--- src/rtl/reg_bank_8x32.sv ---
// Eight 32-bit signed registers with per-register valid flags, write acknowledge
// and an eight-cycle clear sweep that walks the bank one register per clock.
module reg_bank_8x32 (
  input  logic               clk,
  input  logic               rst_n,
  input  logic               wr_en,
  input  logic [2:0]         wr_addr,
  input  logic signed [31:0] wr_data,
  input  logic               clr_req,
  output logic signed [31:0] q0,
  output logic signed [31:0] q1,
  output logic signed [31:0] q2,
  output logic signed [31:0] q3,
  output logic signed [31:0] q4,
  output logic signed [31:0] q5,
  output logic signed [31:0] q6,
  output logic signed [31:0] q7,
  output logic [7:0]         valid,
  output logic [3:0]         valid_cnt,
  output logic               wr_ack,
  output logic               busy
);

  typedef enum logic [0:0] {
    IDLE  = 1'b0,
    SWEEP = 1'b1
  } state_t;

  state_t             state_r;
  state_t             state_nxt_s;
  logic [2:0]         sw_idx_r;
  logic [2:0]         sw_idx_nxt_s;
  logic signed [31:0] q_r [8];
  logic [7:0]         valid_r;
  logic [7:0]         valid_nxt_s;
  logic [3:0]         valid_cnt_r;
  logic               wr_ack_r;
  logic               wr_ack_nxt_s;
  logic               busy_r;
  logic [7:0]         q_ld_s;
  logic [7:0]         q_clr_s;

  // valid_cnt is loaded from the next valid vector so both flops agree every cycle.
  function automatic logic [3:0] popcount8(input logic [7:0] v);
    logic [3:0] c;
    c = 4'd0;
    for (int i = 0; i < 8; i++) begin
      c = c + {3'b000, v[i]};
    end
    return c;
  endfunction

  // Next-state, sweep index and per-register load/clear decode.
  always_comb begin
    state_nxt_s  = state_r;
    sw_idx_nxt_s = sw_idx_r;
    valid_nxt_s  = valid_r;
    wr_ack_nxt_s = 1'b0;
    q_ld_s       = 8'h00;
    q_clr_s      = 8'h00;
    case (state_r)
      IDLE: begin
        if (clr_req) begin
          // A clear request beats a simultaneous write; the write is dropped.
          state_nxt_s  = SWEEP;
          sw_idx_nxt_s = 3'd0;
        end else if (wr_en) begin
          q_ld_s[wr_addr]      = 1'b1;
          valid_nxt_s[wr_addr] = 1'b1;
          wr_ack_nxt_s         = 1'b1;
        end else begin
          state_nxt_s = IDLE;
        end
      end
      SWEEP: begin
        q_clr_s[sw_idx_r]     = 1'b1;
        valid_nxt_s[sw_idx_r] = 1'b0;
        if (sw_idx_r == 3'd7) begin
          state_nxt_s  = IDLE;
          sw_idx_nxt_s = 3'd0;
        end else begin
          sw_idx_nxt_s = sw_idx_r + 3'd1;
        end
      end
      default: begin
        state_nxt_s  = IDLE;
        sw_idx_nxt_s = 3'd0;
      end
    endcase
  end

  // Control and status flops.
  always_ff @(posedge clk or negedge rst_n) begin
    if (!rst_n) begin
      state_r     <= IDLE;
      sw_idx_r    <= 3'd0;
      valid_r     <= 8'h00;
      valid_cnt_r <= 4'd0;
      wr_ack_r    <= 1'b0;
      busy_r      <= 1'b0;
    end else begin
      state_r     <= state_nxt_s;
      sw_idx_r    <= sw_idx_nxt_s;
      valid_r     <= valid_nxt_s;
      valid_cnt_r <= popcount8(valid_nxt_s);
      wr_ack_r    <= wr_ack_nxt_s;
      busy_r      <= (state_nxt_s == SWEEP);
    end
  end

  // Register file storage; data is kept bit-for-bit as written.
  always_ff @(posedge clk or negedge rst_n) begin
    if (!rst_n) begin
      for (int i = 0; i < 8; i++) begin
        q_r[i] <= 32'sd0;
      end
    end else begin
      for (int i = 0; i < 8; i++) begin
        if (q_ld_s[i]) begin
          q_r[i] <= wr_data;
        end else if (q_clr_s[i]) begin
          q_r[i] <= 32'sd0;
        end else begin
          q_r[i] <= q_r[i];
        end
      end
    end
  end

  assign q0        = q_r[0];
  assign q1        = q_r[1];
  assign q2        = q_r[2];
  assign q3        = q_r[3];
  assign q4        = q_r[4];
  assign q5        = q_r[5];
  assign q6        = q_r[6];
  assign q7        = q_r[7];
  assign valid     = valid_r;
  assign valid_cnt = valid_cnt_r;
  assign wr_ack    = wr_ack_r;
  assign busy      = busy_r;

endmodule

--- config.mk ---
export PLATFORM = sky130hd
export DESIGN_NAME = reg_bank_8x32
export DESIGN_NICKNAME = d
export VERILOG_FILES = /design/src/rtl/reg_bank_8x32.sv
export SDC_FILE = /design/constraint.sdc
export NUM_CORES = 1
export LEC_CHECK = 0
export ABC_AREA = 1
export CORE_UTILIZATION = 45
export DETAILED_ROUTE_END_ITERATION = 8
export MAX_ROUTING_LAYER = met4
export PLACE_DENSITY = 0.86
export SYNTH_ARGS = -nofsm -noshare
export SYNTH_HDL_FRONTEND = slang
export SYNTH_SLANG_ARGS = --single-unit
--- constraint.sdc ---
create_clock -name clk -period 3.92 [get_ports clk]
set_clock_uncertainty 0.1 [all_clocks]
set_input_delay 0.392 -clock clk [delete_from_list [all_inputs] [get_ports clk]]
set_output_delay 0.392 -clock clk [all_outputs]
set_load 0.1 [all_outputs]
==> results of run 1 <==
[power by group through the flow]
| stage | clock [uW] | combinational [uW] | sequential (uW) |
|---|---|---|---|
| after global placement | 0 | 5250 | 3570 |
| after CTS | 2730 | 5330 | 3550 |
| after floorplan | 0 | 854 | 6620 |
| final | 2700 | 5350 | 3560 |
| after global routing | 2840 | 5520 | 3600 |
| after detailed placement | 0 | 5320 | 3590 |
[metal layers]
layer	global-route usage, %	vias up
met4	9.697	0
met5	-	-
met3	6.338	97
li1	-	4484
met2	48.44	573
met1	38.30	5029
[layout make-up]
type	instances	share of cell area, %
Clock buffer	44	5.754
Clock inverter	7	0.4325
Inverter	26	0.6366
Multi-Input combinational cell	849	24.26
Sequential cell	273	44.57
Tap cell	324	2.644
Timing Repair Buffer	338	21.71
[registers in the layout, indices dropped and copies added, names as in the netlist]
register / flops
q5: 32
q2: 32
q7: 32
q4: 32
sw_idx_r: 3
valid: 8
busy: 1
q6: 32
wr_ack: 1
valid_cnt: 4
q1: 32
q3: 32
q0: 32
[timing repair]
item,in CTS,in global routing
endpoints found under the setup margin,0,0
endpoints found under the hold margin,108,0
hold buffers,1,0
[cell usage after synthesis (all sizes together)]
cell    instances
dfrtp         273
buf            93
xnor2           1
clkbuf         13
o31ai           1
fa              4
ha              5
nand3         263
o21ai           2
a21oi           6
nand2         547
inv            26
nor2           20
[path summary, 6_finish.rpt]
kind | depth (start not counted) | endpoint | slack [ns]
min in group asynchronous | 2 | q7[28] | 0.42
max | 12 | valid_cnt[2] | 0.40
max reg2reg | 12 | valid_cnt[2] | 0.40
max in group asynchronous | 3 | q5[14] | 2.33
min | 2 | q2[2] | 0.39
min reg2reg | 2 | q2[2] | 0.39
[critical path, stage by stage, from the launching register on]
cell	delay [ns]
dfrtp_2	0.49
nor2_4	0.19
nand2_4	0.16
nor2_4	0.15
a21oi_1	0.09
fa_1	0.57
fa_1	0.43
fa_1	0.44
inv_1	0.06
ha_1	0.16
inv_1	0.05
fa_1	0.38
xnor2_1	0.14
[metrics by stage]
step / hold slack (ns) / setup TNS [ns] / power, uW
global route: 0.4187 / 0 / 11960
detailed placement: 0.3851 / -0.03417 / 8912
global placement: 0.3801 / 0 / 8819
floorplan: -0.003591 / 0 / 7470
CTS: 0.3989 / 0 / 11610
finish: 0.3943 / 0 / 11610
[cells by family (layout without fill, tap and decap cells)]
| kind of cell | after synthesis | in the layout | share of synthesized area, % |
|---|---|---|---|
| flops | 273 | 273 | 60.84 |
| simple gates | 830 | 830 | 31.34 |
| buf+inv | 132 | 415 | 6.050 |
| xor+xnor | 1 | 1 | 0.07801 |
| compound gates | 9 | 9 | 0.4234 |
| fa+ha+maj | 9 | 9 | 1.270 |
==> impl_metrics.json, run 1 <==
{
  "ir_drop_mv": 0.4201,
  "multi_input_area_um2": 3719,
  "drt-initial-drc-count": 1042,
  "place.gp.congestion": 0.8863,
  "grt_pass1_wl_mm": 57.43,
  "p_int_uw": 5898,
  "worst_pin_slew_ns": 1.074,
  "rr_startpoint": "busy",
  "clk_pin_slew_ns": 0.06,
  "hold_viol_final": 0,
  "hold_start": "q2[2]",
  "core_area_um2": 24390,
  "num_vias": 10180,
  "worst_slack_ns": 0.3976,
  "rows": 57,
  "seq_power_share_pct": 30.7,
  "worstSetupPathType": "reg2reg",
  "dp_cells": 1809,
  "max_freq_mhz": 283.9,
  "ys_ff_latch": 273,
  "drive_gt1_share_pct": 5.986,
  "cts_tree": "built",
  "cts.path.max_buffers": 3,
  "final_common_cell": "nand2_1",
  "final_cell_mix": "544 x nand2_1, 307 x clkdlybuf4s50_1, 272 x dfrtp_1",
  "dr.pass1.iters": 6,
  "final_max_slew_viol_count": 0,
  "crit_required_ns": 4.23,
  "synthDistinctLibCells": 21,
  "worstPathArrival_ns": 3.83,
  "p_leak_uw": 0.007965,
  "nNetsFinal": 1564,
  "path_max_fanout": 8,
  "n_antenna_cell": 0,
  "yosysSeqAreaShare_pct": 60.84,
  "max_slew_margin_pct": 28.19,
  "htree_levels": 1,
  "rsz0062_at_grt": "false",
  "cts_setup_buffers": 0,
  "setup_viol": 0,
  "p_per_area_nw_per_um2": 757.1,
  "period_share_pct": 89.86,
  "drt-met1-wl_mm": 14.93,
  "ys_warn_count": 0,
  "synth.largest_area_cell": "dfrtp_1",
  "status": "finished, final reports clean",
  "synthCells": 1254,
  "combPwrFrac_pct": 46.1,
  "post-route-min-period_ns": 3.522,
  "dp_hpwl_mm": 25.32,
  "endpoint_kind": "flip-flop",
  "startpoint": "busy",
  "drtAntennaViolNets": 0,
  "power.share.clock_pct": 23.2,
  "stdcell_area_um2": 15330,
  "fin_cells": 1861,
  "cts.sinks": 273,
  "regArea_um2": 6833,
  "synthTopCellsByArea": "dfrtp_1 61%, nand2_1 18%, nand3_1 12%, buf_2 2.7%, buf_6 1.0%",
  "cts_inserted_buffers": 28,
  "remaining_drc_errors": 0,
  "grt_max_degree": 114,
  "routed_via_density": 5.472,
  "fillCellCount": 1926,
  "start_kind": "flip-flop",
  "top_layer_used": "met4",
  "pre_cts_slack_ns": -0.02893,
  "power.switching_uw": 5709,
  "pin_count": 309,
  "root_buffer": "clkbuf_16",
  "place_area_um2": 14370,
  "portBuffers": 308,
  "syn_nets": 1302,
  "antenna_found_initial": 0,
  "initial_core_util_pct": 46.04,
  "syn_area_um2": 11230,
  "met2_length_mm": 18.14,
  "synth.avg_cell_area_um2": 8.955,
  "post-route-util_pct": 62.86,
  "yosysTopAreaCellShare_pct": 60.84,
  "die_w_um": 160.0,
  "area_growth_pct": 36.52,
  "wl_per_cell_um": 20.29,
  "grt.overflow.total": 0,
  "clk_latency_ns": 0.53,
  "die_height_um": 160.0,
  "hold_path_class": "reg2reg",
  "die_area_um2": 25590,
  "first_global_vias": 9831,
  "swShare_pct": 49.18,
  "gr-usage-all-layers_pct": 30.18,
  "detail_route.wirelength_mm": 37.77,
  "wl_met3_mm": 3.551,
  "cap_violations": 0,
  "cts_resized": 0
}
No activity file was read; power rests on OpenSTA's default activity.
==> inputs of run 2 (changes only) <==
CTS_CLUSTER_SIZE = 30   (was default)
==> results of run 2 <==
The final DEF is identical to that of run 1; final timing and power are the same.
